==> src/rtl/fetch_pc_sequencer_if.sv <==
// fetch_pc_sequencer_if
// Groups the signals exchanged between fetch_pc_sequencer and fetch_unit /
// instruction queue. The sequencer connects through the master modport and
// the fetch side (or a testbench standing in for it) through the slave modport.
//
// Signals:
//   init_done    fetch -> seq : instruction memory ready
//   stall_in     fetch -> seq : global fetch stall
//   iq_full      fetch -> seq : instruction queue full
//   enq_accept   fetch -> seq : per-lane IQ enqueue this cycle
//   pc_out       seq -> fetch : registered fetch PC
//   fetch_hold   seq -> fetch : combinational imem stall request
//   fetch_squash seq -> fetch : combinational clear of imem fetch_reg valids
//   flush_out    seq -> fetch : registered one-cycle flush pulse
interface fetch_pc_sequencer_if #(
    parameter int ISSUE_WIDTH = 3
);
    logic                   init_done;
    logic                   stall_in;
    logic                   iq_full;
    logic [ISSUE_WIDTH-1:0] enq_accept;
    logic [31:0]            pc_out;
    logic                   fetch_hold;
    logic                   fetch_squash;
    logic                   flush_out;

    modport master (
        input  init_done, stall_in, iq_full, enq_accept,
        output pc_out, fetch_hold, fetch_squash, flush_out
    );

    modport slave (
        output init_done, stall_in, iq_full, enq_accept,
        input  pc_out, fetch_hold, fetch_squash, flush_out
    );
endinterface

==> src/rtl/fetch_pc_sequencer.sv <==
// fetch_pc_sequencer
// Owns the architectural fetch PC. Tracks the single bundle in flight between
// instruction memory and the instruction queue, replays it from the first
// unaccepted lane when the IQ takes only part of it, and redirects fetch on a
// backend request.
//
// Ports:
//   clk, rst_n      clock, asynchronous active-low reset
//   fif (master)    fetch_unit / IQ handshake (see fetch_pc_sequencer_if)
//   redirect_valid  backend redirect request
//   redirect_pc     redirect target, low two bits dropped
//   halted          fetch has run off the end of the program
//   enq_err         sticky illegal enq_accept pattern flag
//   fetched_count   instructions enqueued (wraps)
//   replay_count    partial-accept replays (saturates)
//   redirect_count  redirects taken (saturates)
module fetch_pc_sequencer #(
    parameter int          ISSUE_WIDTH = 3,
    parameter int          NO_INSTR    = 33,
    parameter logic [31:0] RESET_PC    = 32'h0
) (
    input  logic                 clk,
    input  logic                 rst_n,
    fetch_pc_sequencer_if.master fif,
    input  logic                 redirect_valid,
    input  logic [31:0]          redirect_pc,
    output logic                 halted,
    output logic                 enq_err,
    output logic [31:0]          fetched_count,
    output logic [15:0]          replay_count,
    output logic [15:0]          redirect_count
);

    localparam int          CW       = $clog2(ISSUE_WIDTH + 1);
    localparam logic [31:0] END_ADDR = 32'(NO_INSTR * 4);

    typedef enum logic [1:0] {
        WAIT_INIT,
        FETCH,
        REDIRECT,
        HALT
    } state_t;

    state_t                 state;
    state_t                 state_next;
    logic [31:0]            pc_q;
    logic [31:0]            bundle_pc;
    logic [CW-1:0]          bundle_n;
    logic                   bundle_vld;
    logic                   flush_q;

    logic [31:0]            words_left;
    logic [CW-1:0]          lane_n;
    logic [CW-1:0]          acc_k;
    logic [ISSUE_WIDTH-1:0] low_mask;
    logic                   pattern_bad;
    logic                   full_acc;
    logic                   partial;
    logic                   take_redirect;
    logic                   flush_redirect;
    logic                   replay;
    logic                   fire;
    logic                   hold_c;
    logic                   squash_c;

    // Number of lanes a bundle starting at the current PC may carry: a full
    // bundle, or whatever is left before the end of the program.
    always_comb begin
        words_left = '0;
        lane_n     = '0;
        if (pc_q < END_ADDR) begin
            words_left = (END_ADDR - pc_q) >> 2;
            if (words_left >= 32'(ISSUE_WIDTH)) begin
                lane_n = CW'(ISSUE_WIDTH);
            end else begin
                lane_n = words_left[CW-1:0];
            end
        end
    end

    // Count accepted lanes and build the only legal pattern for that count
    // (the lowest k lanes). Anything else, accepts with no bundle in flight,
    // or more lanes than the bundle holds is a protocol error; the popcount
    // is still used as the accept count either way.
    always_comb begin
        acc_k    = '0;
        low_mask = '0;
        for (int i = 0; i < ISSUE_WIDTH; i++) begin
            acc_k = acc_k + CW'(fif.enq_accept[i]);
        end
        for (int i = 0; i < ISSUE_WIDTH; i++) begin
            low_mask[i] = (i < int'(acc_k));
        end
        pattern_bad = (fif.enq_accept != low_mask) ||
                      ((acc_k != '0) && !bundle_vld) ||
                      (bundle_vld && (acc_k > bundle_n));
    end

    // Event qualifiers. A redirect outranks a replay, which outranks a fire.
    // A redirect in WAIT_INIT only moves the PC; flushing happens only when
    // leaving FETCH or HALT.
    assign full_acc       = bundle_vld && (acc_k == bundle_n);
    assign partial        = bundle_vld && (acc_k != '0) && (acc_k < bundle_n) &&
                            (state == FETCH);
    assign take_redirect  = redirect_valid && (state != REDIRECT);
    assign flush_redirect = redirect_valid && ((state == FETCH) || (state == HALT));
    assign replay         = partial && !take_redirect;
    assign fire           = (state == FETCH) && fif.init_done && !fif.stall_in &&
                            !fif.iq_full && !hold_c && (lane_n != '0) &&
                            !take_redirect;

    // State register for the fetch control FSM.
    always_ff @(posedge clk or negedge rst_n) begin
        if (!rst_n) begin
            state <= WAIT_INIT;
        end else begin
            state <= state_next;
        end
    end

    // Next-state and combinational outputs. Fetch is held in every state
    // except FETCH; inside FETCH only a partial accept holds and squashes the
    // imem so the partly enqueued bundle can be refetched from its first
    // unaccepted lane.
    always_comb begin
        state_next = state;
        hold_c     = 1'b1;
        squash_c   = 1'b0;
        halted     = 1'b0;
        case (state)
            WAIT_INIT: begin
                if (fif.init_done) begin
                    state_next = FETCH;
                end
            end
            FETCH: begin
                hold_c   = partial;
                squash_c = partial;
                if (redirect_valid) begin
                    state_next = REDIRECT;
                end else if ((lane_n == '0) && !bundle_vld) begin
                    state_next = HALT;
                end
            end
            REDIRECT: begin
                state_next = WAIT_INIT;
            end
            HALT: begin
                halted = 1'b1;
                if (redirect_valid) begin
                    state_next = REDIRECT;
                end
            end
            default: begin
                state_next = WAIT_INIT;
            end
        endcase
    end

    // PC, in-flight bundle tracking, flush pulse, error flag and counters.
    // The PC update follows redirect > replay > fire; a bundle that is fully
    // accepted retires unless a new one is latched in the same cycle.
    always_ff @(posedge clk or negedge rst_n) begin
        if (!rst_n) begin
            pc_q           <= RESET_PC;
            bundle_pc      <= '0;
            bundle_n       <= '0;
            bundle_vld     <= 1'b0;
            flush_q        <= 1'b0;
            enq_err        <= 1'b0;
            fetched_count  <= '0;
            replay_count   <= '0;
            redirect_count <= '0;
        end else begin
            flush_q       <= flush_redirect;
            fetched_count <= fetched_count + 32'(acc_k);
            if (pattern_bad) begin
                enq_err <= 1'b1;
            end
            if (take_redirect) begin
                pc_q       <= redirect_pc & ~32'h3;
                bundle_vld <= 1'b0;
                if (redirect_count != 16'hFFFF) begin
                    redirect_count <= redirect_count + 16'd1;
                end
            end else if (replay) begin
                pc_q       <= bundle_pc + (32'(acc_k) << 2);
                bundle_vld <= 1'b0;
                if (replay_count != 16'hFFFF) begin
                    replay_count <= replay_count + 16'd1;
                end
            end else if (fire) begin
                bundle_pc  <= pc_q;
                bundle_n   <= lane_n;
                bundle_vld <= 1'b1;
                pc_q       <= pc_q + (32'(lane_n) << 2);
            end else if (full_acc) begin
                bundle_vld <= 1'b0;
            end
        end
    end

    assign fif.pc_out       = pc_q;
    assign fif.flush_out    = flush_q;
    assign fif.fetch_hold   = hold_c;
    assign fif.fetch_squash = squash_c;

endmodule

==> src/flat_wrapper.sv <==
// flat-port wrapper written by rule: the top's interface ports become plain ports
module fetch_pc_sequencer_flat 
#(
    parameter int          ISSUE_WIDTH = 3,
    parameter int          NO_INSTR    = 33,
    parameter logic [31:0] RESET_PC    = 32'h0
)
  (clk, rst_n, redirect_valid, redirect_pc, halted, enq_err, fetched_count, replay_count, redirect_count, fif_init_done, fif_stall_in, fif_iq_full, fif_enq_accept, fif_pc_out, fif_fetch_hold, fif_fetch_squash, fif_flush_out);
  fetch_pc_sequencer_if #(.ISSUE_WIDTH(ISSUE_WIDTH)) fif_i ();
  input  logic clk;
  input  logic rst_n;
  input  logic redirect_valid;
  input  logic [31:0] redirect_pc;
  output logic halted;
  output logic enq_err;
  output logic [31:0] fetched_count;
  output logic [15:0] replay_count;
  output logic [15:0] redirect_count;
  input wire logic [$bits(fif_i.init_done)-1:0] fif_init_done;
  input wire logic [$bits(fif_i.stall_in)-1:0] fif_stall_in;
  input wire logic [$bits(fif_i.iq_full)-1:0] fif_iq_full;
  input wire logic [$bits(fif_i.enq_accept)-1:0] fif_enq_accept;
  output wire logic [$bits(fif_i.pc_out)-1:0] fif_pc_out;
  output wire logic [$bits(fif_i.fetch_hold)-1:0] fif_fetch_hold;
  output wire logic [$bits(fif_i.fetch_squash)-1:0] fif_fetch_squash;
  output wire logic [$bits(fif_i.flush_out)-1:0] fif_flush_out;
  assign fif_i.init_done = fif_init_done;
  assign fif_i.stall_in = fif_stall_in;
  assign fif_i.iq_full = fif_iq_full;
  assign fif_i.enq_accept = fif_enq_accept;
  assign fif_pc_out = fif_i.pc_out;
  assign fif_fetch_hold = fif_i.fetch_hold;
  assign fif_fetch_squash = fif_i.fetch_squash;
  assign fif_flush_out = fif_i.flush_out;
  fetch_pc_sequencer #(.ISSUE_WIDTH(ISSUE_WIDTH), .NO_INSTR(NO_INSTR), .RESET_PC(RESET_PC)) u_core (.clk(clk), .rst_n(rst_n), .fif(fif_i), .redirect_valid(redirect_valid), .redirect_pc(redirect_pc), .halted(halted), .enq_err(enq_err), .fetched_count(fetched_count), .replay_count(replay_count), .redirect_count(redirect_count));
endmodule
==> config.mk <==
export PLATFORM = sky130hd
export DESIGN_NAME = fetch_pc_sequencer_flat
export DESIGN_NICKNAME = d
export VERILOG_FILES = /design/src/rtl/fetch_pc_sequencer_if.sv /design/src/rtl/fetch_pc_sequencer.sv /design/src/flat_wrapper.sv
export SDC_FILE = /design/constraint.sdc
export NUM_CORES = 1
export LEC_CHECK = 0
export ABC_AREA = 1
export CAP_MARGIN = 0
export CORE_ASPECT_RATIO = 0.9
export CORE_MARGIN = 3
export CORE_UTILIZATION = 58
export DETAILED_ROUTE_END_ITERATION = 12
export PLACE_DENSITY_LB_ADDON = 0.25
export SKIP_LAST_GASP = 1
export SLEW_MARGIN = 0
export SYNTH_ARGS = -nofsm -noshare
export SYNTH_HDL_FRONTEND = slang
export SYNTH_SLANG_ARGS = --single-unit
==> constraint.sdc <==
create_clock -name clk -period 8.2 [get_ports clk]
set_clock_uncertainty 0.1 [all_clocks]
set_input_delay 0.82 -clock clk [delete_from_list [all_inputs] [get_ports clk]]
set_output_delay 0.82 -clock clk [all_outputs]
set_load 0.1 [all_outputs]
==> flow_summary.ini, run 1 <==
[clock_network]
clock_path_buffers = 2
cts_hold_buffers = 0
insertion_delay_ns = 0.43
cts_resized = 0
root_buffer = clkbuf_16
postCtsSetupBuffers = 0
cts_tree = built
cts_max_level = 4
cts_buffers = 17
path_clk_slew_ns = 0.06
numClockSinks = 135

[power]
ir_drop_mv = 0.4138
p_leak_nw = 5.143
power.density_mw_per_mm2 = 352.3
power_mw = 3.706

[yosys]
synth_ff_type = dfrtp_1
ys_warn_count = 0
ys_types = 48
ys_async_sr_fraction_pct = 100.0
synth-edff-count = 0
ys_ff_latch = 135
postSynthCellCount = 1163
yosysTopAreaCellShare_pct = 39.98
synth_largest_area_cell = dfrtp_1
yosysSeqAreaShare_pct = 39.98
yosys-top-cells-count = nand2_1 (286), nor2_1 (163), inv_1 (140), dfrtp_1 (135), nand3_1 (110)
syn_area_mm2 = 0.008449
synth_most_common_cell = nand2_1
synth.area.top_cells = dfrtp_1 (40%), nand2_1 (13%), nor2_1 (7.2%)
synth_area_per_cell_um2 = 7.265
synth_fp_nets = 1218

[place]
hpwlAfterDp_mm = 16.52
dpl_worst_slack_ns = 3.041
place_area_mm2 = 0.009937
dp.cells = 1468
port_buffers = 139
place_congestion = 0.9720

[setup_path]
crit_slowest_cell = clkdlybuf4s50_1
end_kind = output pin
required_ns = 7.28
critPathLaunch = fif_enq_accept[0]
crit_arrival_ns = 4.33
crit_fanout = 8
worst-path-buf-inv = 4
timing.rr.start = u_core.fif.pc_out[0]
crit_chain = clkdlybuf4s50_1 > fa_1 > ha_1 > inv_1 > o21bai_1 > nor3_1 > nand2_1 > inv_1 > clkdlybuf4s50_1
max_stage_delay_ns = 1.16
startpoint_type = input port
cp_top_family = buffers and inverters
path_class = input port to output pin

[timing]
fmax_mhz = 190.5
setup_tns_ns = 0
min_period_over_period_pct = 64.01
hold_violations = 0
setup_slack_ns = 2.951
slew_viol_final = 0
period_needed_ns = 5.249
finalSetupViolCount = 0
slew_headroom_pct = 21.16
worst_pin_slew_ns = 1.175
hold_ws_ns = 0.2718
rsz0062_at_grt = false

[die]
rows = 41
start_util_pct = 59.68
die-area_mm2 = 0.01605
pin_count = 142
core_mm2 = 0.01416
die_y_um = 120.5
die_width_um = 133.2

[cells_and_area]
drive_above_1_share_pct = 4.747
fillers = 1140
utilization_pct = 74.28
regArea_mm2 = 0.003378
fin_nets = 1349
diodes = 0
syn2layout_area_growth_pct = 24.48
instances_no_fill = 1499
stdcell_area_mm2 = 0.01052
multiInputGateArea_mm2 = 0.004348

[grt]
gr-total-overflow = 0
grt_max_degree = 74
antenna_found_initial = 0
grt_pass1_wl_mm = 37.54
grt_pass1_vias = 7649
track_usage_pct = 28.79

[min_path]
hold_path_class = input port to asynchronous set/reset pin

[route]
wire_per_inst_um = 15.41
ant_nets = 0
drt_iter0_markers = 717
via_per_inst = 5.623
dr.pass1.iters = 5
routed_wirelength_mm = 23.10
drc = 0
vias = 8429

[outcome]
status = complete, no violations

[run]
cap_violations = 0
[worst paths after layout]
| kind | to | slack, ns | cells after the start |
|---|---|---|---|
| setup / recovery | fif_fetch_squash | 2.95 | 9 |
| hold / removal | u_core.replay_count[5] | 0.27 | 1 |
| setup reg to reg | u_core.fif.pc_out[25] | 3.43 | 30 |
| hold reg to reg | u_core.fetched_count[31] | 0.38 | 1 |
| max in group asynchronous | u_core.fetched_count[30] | 6.41 | 2 |
| min in group clk | u_core.fetched_count[31] | 0.38 | 1 |
[power by group]
group	internal, mW	switching [mW]	leakage (nW)
Clock	0.460	0.293	0.277
Combinational	0.472	1.46	3.23
Sequential	0.782	0.241	1.63
[logic make-up after synthesis]
group	after synthesis	share of synthesized area, %
simple gates	662	33.85
fa+ha+maj	14	2.429
flops	135	39.98
mux	3	0.3850
buf+inv	176	8.589
xor+xnor	82	8.500
compound gates	91	6.264
[registers in the layout, summed over array words and instances (netlist names)]
| signal | flops |
|---|---|
| u_core.bundle_n | 2 |
| u_core.bundle_pc | 32 |
| u_core.bundle_vld | 1 |
| u_core.enq_err | 1 |
| u_core.fetched_count | 32 |
| u_core.fif.flush_out | 1 |
| u_core.fif.pc_out | 32 |
| u_core.redirect_count | 16 |
| u_core.replay_count | 16 |
| u_core.state | 2 |
[area by class of cell]
cell class	instances	share of cell area, %
Inverter	145	5.199
Sequential cell	135	32.12
Tap cell	193	2.296
Clock buffer	19	4.306
Multi-Input combinational cell	852	41.34
Clock inverter	12	1.213
Timing Repair Buffer	143	13.53
[routing by layer]
| metal | wire, µm | vias up | GRT usage [%] |
|---|---|---|---|
| li1 | - | 4009 | - |
| met1 | 10060 | 3944 | 40.25 |
| met2 | 10650 | 421 | 45.34 |
| met3 | 1891 | 55 | 5.324 |
| met4 | 503 | 0 | 10.22 |
| met5 | 0 | - | 0 |
[cells in the final DEF (no fill, tap or decap), types with 7 or more instances in the layout]
master             n
a21oi_1           22
o21ai_0           36
nor2_2             7
dfrtp_1          135
clkbuf_16         17
inv_1            140
nand3_1          110
nor3_1            38
nand2_1          286
xor2_1            62
xnor2_1           20
ha_1              10
nor2_1           162
nand4_1           29
nor4_1            11
clkdlybuf4s50_1  138
Power figures use the tool's default switching activity.
==> run 2: changes to the inputs <==
--- a/config.mk
+++ b/config.mk
@@ -9,7 +9,7 @@
 export CAP_MARGIN = 0
 export CORE_ASPECT_RATIO = 0.9
 export CORE_MARGIN = 3
-export CORE_UTILIZATION = 58
+export CORE_UTILIZATION = 49
 export DETAILED_ROUTE_END_ITERATION = 12
 export PLACE_DENSITY_LB_ADDON = 0.25
 export SKIP_LAST_GASP = 1
==> constraint.sdc (replaced) <==
create_clock -name clk -period 4.5 [get_ports clk]
set_clock_uncertainty 0.1 [all_clocks]
set_input_delay 0.45 -clock clk [delete_from_list [all_inputs] [get_ports clk]]
set_output_delay 0.45 -clock clk [all_outputs]
set_load 0.1 [all_outputs]
==> flow_summary.ini, run 2 (synthesis results as in run 1) <==
[setup_path]
reg2reg_slack_ns = 0.38
critPathLaunch = u_core.fif.pc_out[8]
startpoint_type = register
path_class = register to register
crit_fanout = 8
r2r_cells = 26
worstSetupEndpoint = u_core.fif.pc_out[26]
end_kind = register
crit_arrival_ns = 4.33
r2r_end = u_core.fif.pc_out[26]
required_ns = 4.71
timing.rr.start = u_core.fif.pc_out[8]

[place]
place_congestion = 0.9443
port_buffers = 139
hpwlAfterDp_mm = 17.56

[cells_and_area]
layout_commonest_cell = nand2_1
fillers = 1467
fin_nets = 1377
diodes = 0
syn2layout_area_growth_pct = 28.19
drive_above_1_share_pct = 8.240
mostFrequentLayoutCells = nand2_1 (286), nor2_1 (153), inv_1 (139)

[timing]
hold_ws_ns = 0.3712
min_period_over_period_pct = 91.56
worst_pin_slew_ns = 1.014
hold_violations = 0
period_needed_ns = 4.120
finalSetupViolCount = 0
slew_viol_final = 0
rsz0062_at_grt = true
fmax_mhz = 242.7
slew_headroom_pct = 32.16

[die]
die_width_um = 144.4
start_util_pct = 51.16
core_mm2 = 0.01652
die-area_mm2 = 0.01886
pin_count = 142
rows = 44
die_y_um = 130.6

[grt]
grt_pass1_wl_mm = 38.41
track_usage_pct = 25.58
antenna_found_initial = 0
gr-total-overflow = 0
grt_max_degree = 72
grt_pass1_vias = 7888

[route]
via_per_inst = 5.361
vias = 8266
ant_nets = 0
drc = 0
drt_iter0_markers = 601
dr.pass1.iters = 6
wire_per_inst_um = 15.27
routed_wirelength_mm = 23.54

[clock_network]
cts_tree = built
postCtsSetupBuffers = 0
insertion_delay_ns = 0.42
path_clk_slew_ns = 0.07
root_buffer = clkbuf_16
numClockSinks = 135
clock_path_buffers = 2
cts_max_level = 4
cts_buffers = 17

[power]
power.density_mw_per_mm2 = 642.0
p_leak_nw = 5.292
power_mw = 6.954
ir_drop_mv = 0.6349

[min_path]
hold_path_class = register to register

[run]
cap_violations = 0

[outcome]
status = complete, no violations
run 2: stage by stage:
step                      cells  setup WS [ns]  instance area, µm²  utilization (%)    TNS, ns
final                      1542         0.3798               10830            65.58          0
after global routing       1542      -0.004236               10830            65.58  -0.004236
after CTS                  1542         0.2069               10770            65.18          0
after detailed placement   1509         0.2674               10150            61.47          0
after global placement     1509         0.2993               10150            61.47          0
after floorplan            1163         0.1156                8449                -          0
run 2: how the worst min path moves through the flow:
stage / startpoint / end / cells after the start
floorplan: rst_n / u_core.bundle_n[0] / 0
global placement: u_core.fetched_count[31] / u_core.fetched_count[31] / 1
detailed placement: u_core.fetched_count[31] / u_core.fetched_count[31] / 1
CTS: u_core.fetched_count[31] / u_core.fetched_count[31] / 1
global route: u_core.fetched_count[31] / u_core.fetched_count[31] / 1
finish: u_core.fetched_count[31] / u_core.fetched_count[31] / 1
run 2: final cells by class:
type | instances | area [µm²] | area share, %
Multi-Input combinational cell | 852 | 4410 | 40.72
Sequential cell | 135 | 3382 | 31.22
Timing Repair Buffer | 171 | 1630 | 15.05
Inverter | 145 | 546.8 | 5.048
Clock buffer | 18 | 439.2 | 4.055
Tap cell | 207 | 259.0 | 2.391
Clock inverter | 14 | 163.9 | 1.513
run 2: critical path, stage by stage, from the launching register on:
cell and delay, ns:
dfrtp_2 0.49, nor2_4 0.19, nand2_1 0.16, nor2_2 0.20, nand2_1 0.16, nor2_1 0.12, nand2_1 0.05, nand2_1 0.07
nor2_1 0.04, nand2_1 0.06, nor2_2 0.06, nand4_1 0.06, nand2_1 0.12, inv_1 0.09, ha_1 0.16, inv_1 0.06
fa_1 0.46, nor3_2 0.18, buf_4 0.16, nand2_1 0.08, nor2_2 0.16, nand4_1 0.17, xor2_1 0.20, a21oi_1 0.17
a21oi_1 0.11, nand2_1 0.08, nand2_1 0.06
run 2: layer usage:
metal	vias to the layer above	part of all wire (%)	GRT usage, %
met3	35	7.0	4.985
li1	4060	-	-
met5	-	0	0
met4	0	1.8	7.954
met1	3873	46	36.10
met2	298	45	40.10
run 2: repair_timing:
action / in CTS / in global routing
setup endpoints to repair: 0 / 7
endpoints found under the hold margin: 69 / 0
hold buffers: 1 / 0
gates resized for setup: 0 / 20
run 2: where the power goes:
group / internal [mW] / switching (mW)
combinational: 0.963 / 2.79
sequential: 1.43 / 0.339
clock: 0.845 / 0.590
total: 3.24 / 3.72
==> run 3: changes to the inputs <==
--- a/config.mk
+++ b/config.mk
@@ -9,7 +9,8 @@
 export CAP_MARGIN = 0
 export CORE_ASPECT_RATIO = 0.9
 export CORE_MARGIN = 3
-export CORE_UTILIZATION = 49
+export CORE_UTILIZATION = 50
+export CTS_BUF_LIST = sky130_fd_sc_hd__clkbuf_4
 export DETAILED_ROUTE_END_ITERATION = 12
 export PLACE_DENSITY_LB_ADDON = 0.25
 export SKIP_LAST_GASP = 1
==> flow_summary.ini, run 3 (synthesis results as in run 1) <==
[outcome]
status = complete, no violations

[route]
ant_nets = 0
via_per_inst = 5.316
vias = 8186
wire_per_inst_um = 14.91
routed_wirelength_mm = 22.96
dr.pass1.iters = 6
drt_iter0_markers = 635
drc = 0

[power]
power.density_mw_per_mm2 = 609.9
p_leak_nw = 5.174
ir_drop_mv = 0.6995
power_mw = 6.445

[clock_network]
insertion_delay_ns = 0.55
cts_tree = built
path_clk_slew_ns = 0.12
cts_buffers = 17
cts_max_level = 4
clock_path_buffers = 2
root_buffer = clkbuf_4
numClockSinks = 135

[setup_path]
startpoint_type = register
end_kind = register
required_ns = 4.83
worst-path-buf-inv = 3
crit_top_cell = nand2_1
crit_slowest_cell = dfrtp_2
crit_arrival_ns = 4.48
max_stage_delay_ns = 0.51
crit_fanout = 8
cp_top_family = simple AND/OR/NAND/NOR gates
path_class = register to register

[grt]
grt_pass1_wl_mm = 38.03
grt_pass1_vias = 7747
track_usage_pct = 25.42
grt_max_degree = 106
gr-total-overflow = 0
antenna_found_initial = 1

[timing]
setup_tns_ns = 0
slew_headroom_pct = 31.37
hold_violations = 0
period_needed_ns = 4.155
slew_viol_final = 0
min_period_over_period_pct = 92.33
rsz0062_at_grt = false
fmax_mhz = 240.7
finalSetupViolCount = 0
worst_pin_slew_ns = 1.026
hold_ws_ns = 0.3801

[run]
cap_violations = 0

[die]
core_mm2 = 0.01635
rows = 44
die_width_um = 143.0
pin_count = 142
die_y_um = 129.3
die-area_mm2 = 0.01850
start_util_pct = 51.68

[min_path]
hold_path_class = input port to register

[place]
hpwlAfterDp_mm = 17.31
port_buffers = 139
place_congestion = 0.9056

[cells_and_area]
fin_nets = 1374
fillers = 1493
syn2layout_area_growth_pct = 25.07
drive_above_1_share_pct = 8.108
mostFrequentLayoutCells = nand2_1 (285), nor2_1 (151), inv_1 (140)
layout_commonest_cell = nand2_1
[run 3: cell types whose count changed in the layout (fill, tap and decap cells not counted), moves of 3 or more]
cell	before	now
clkbuf_4	0	18
clkbuf_16	17	0
buf_4	33	29
inv_6	5	2
[run 3: timing repair]
action | 4_1_cts | 5_1_grt
setup endpoints to repair | 0 | 11
hold buffers | 1 | 0
setup buffers | 0 | 0
gates resized for setup | 0 | 23
endpoints found under the hold margin | 104 | 0
[run 3: metal layers]
layer  wire length (µm)  GRT usage, %  vias up
met5                  0             0        -
met4                532         8.273        0
met3               1636         5.055       41
met2              10060         38.51      333
met1              10730         36.79     3767
li1                   -             -     4045
[run 3: layout make-up]
type                    instances  area (µm²)  area share [%]
multi-input cells             852        4423           41.85
flip-flops and latches        135        3382           32.00
repair buffers                168        1620           15.33
inverters                     145       546.8           5.174
well taps                     207       259.0           2.451
clock inverters                14       198.9           1.883
clock buffers                  18       135.1           1.279
diodes                          1       2.502         0.02368
[run 3: where the power goes]
group          total, mW  internal (mW)  switching [mW]
Clock              0.939          0.453           0.487
Sequential          1.78           1.43           0.352
Combinational       3.73          0.961            2.77
[run 3: worst paths after layout]
check                                         start                       end  slack [ns]  depth (start not counted)
setup / recovery               u_core.fif.pc_out[8]     u_core.fif.pc_out[26]        0.35                         26
hold / removal                      redirect_pc[11]     u_core.fif.pc_out[11]        0.38                          3
setup reg to reg               u_core.fif.pc_out[8]     u_core.fif.pc_out[26]        0.35                         26
hold reg to reg            u_core.fetched_count[31]  u_core.fetched_count[31]        0.38                          1
max in group asynchronous                     rst_n  u_core.redirect_count[9]        2.77                          3
min in group asynchronous                     rst_n    u_core.replay_count[8]        0.47                          2
[run 3: tightest hold or removal path, stage by stage]
cell             delay (ns)
clkdlybuf4s50_1        0.40
nand2_1                0.06
nand3_1                0.07
[run 3: metrics by stage]
stage               area (µm²)  std cells  util [%]  setup WS [ns]
floorplan                 8449       1163         -         0.1156
global placement         10140       1506     62.03         0.2856
detailed placement       10140       1506     62.03         0.1896
CTS                      10490       1539     64.13         0.1585
global route             10570       1540     64.63        0.02221
finish                   10570       1540     64.63         0.3451
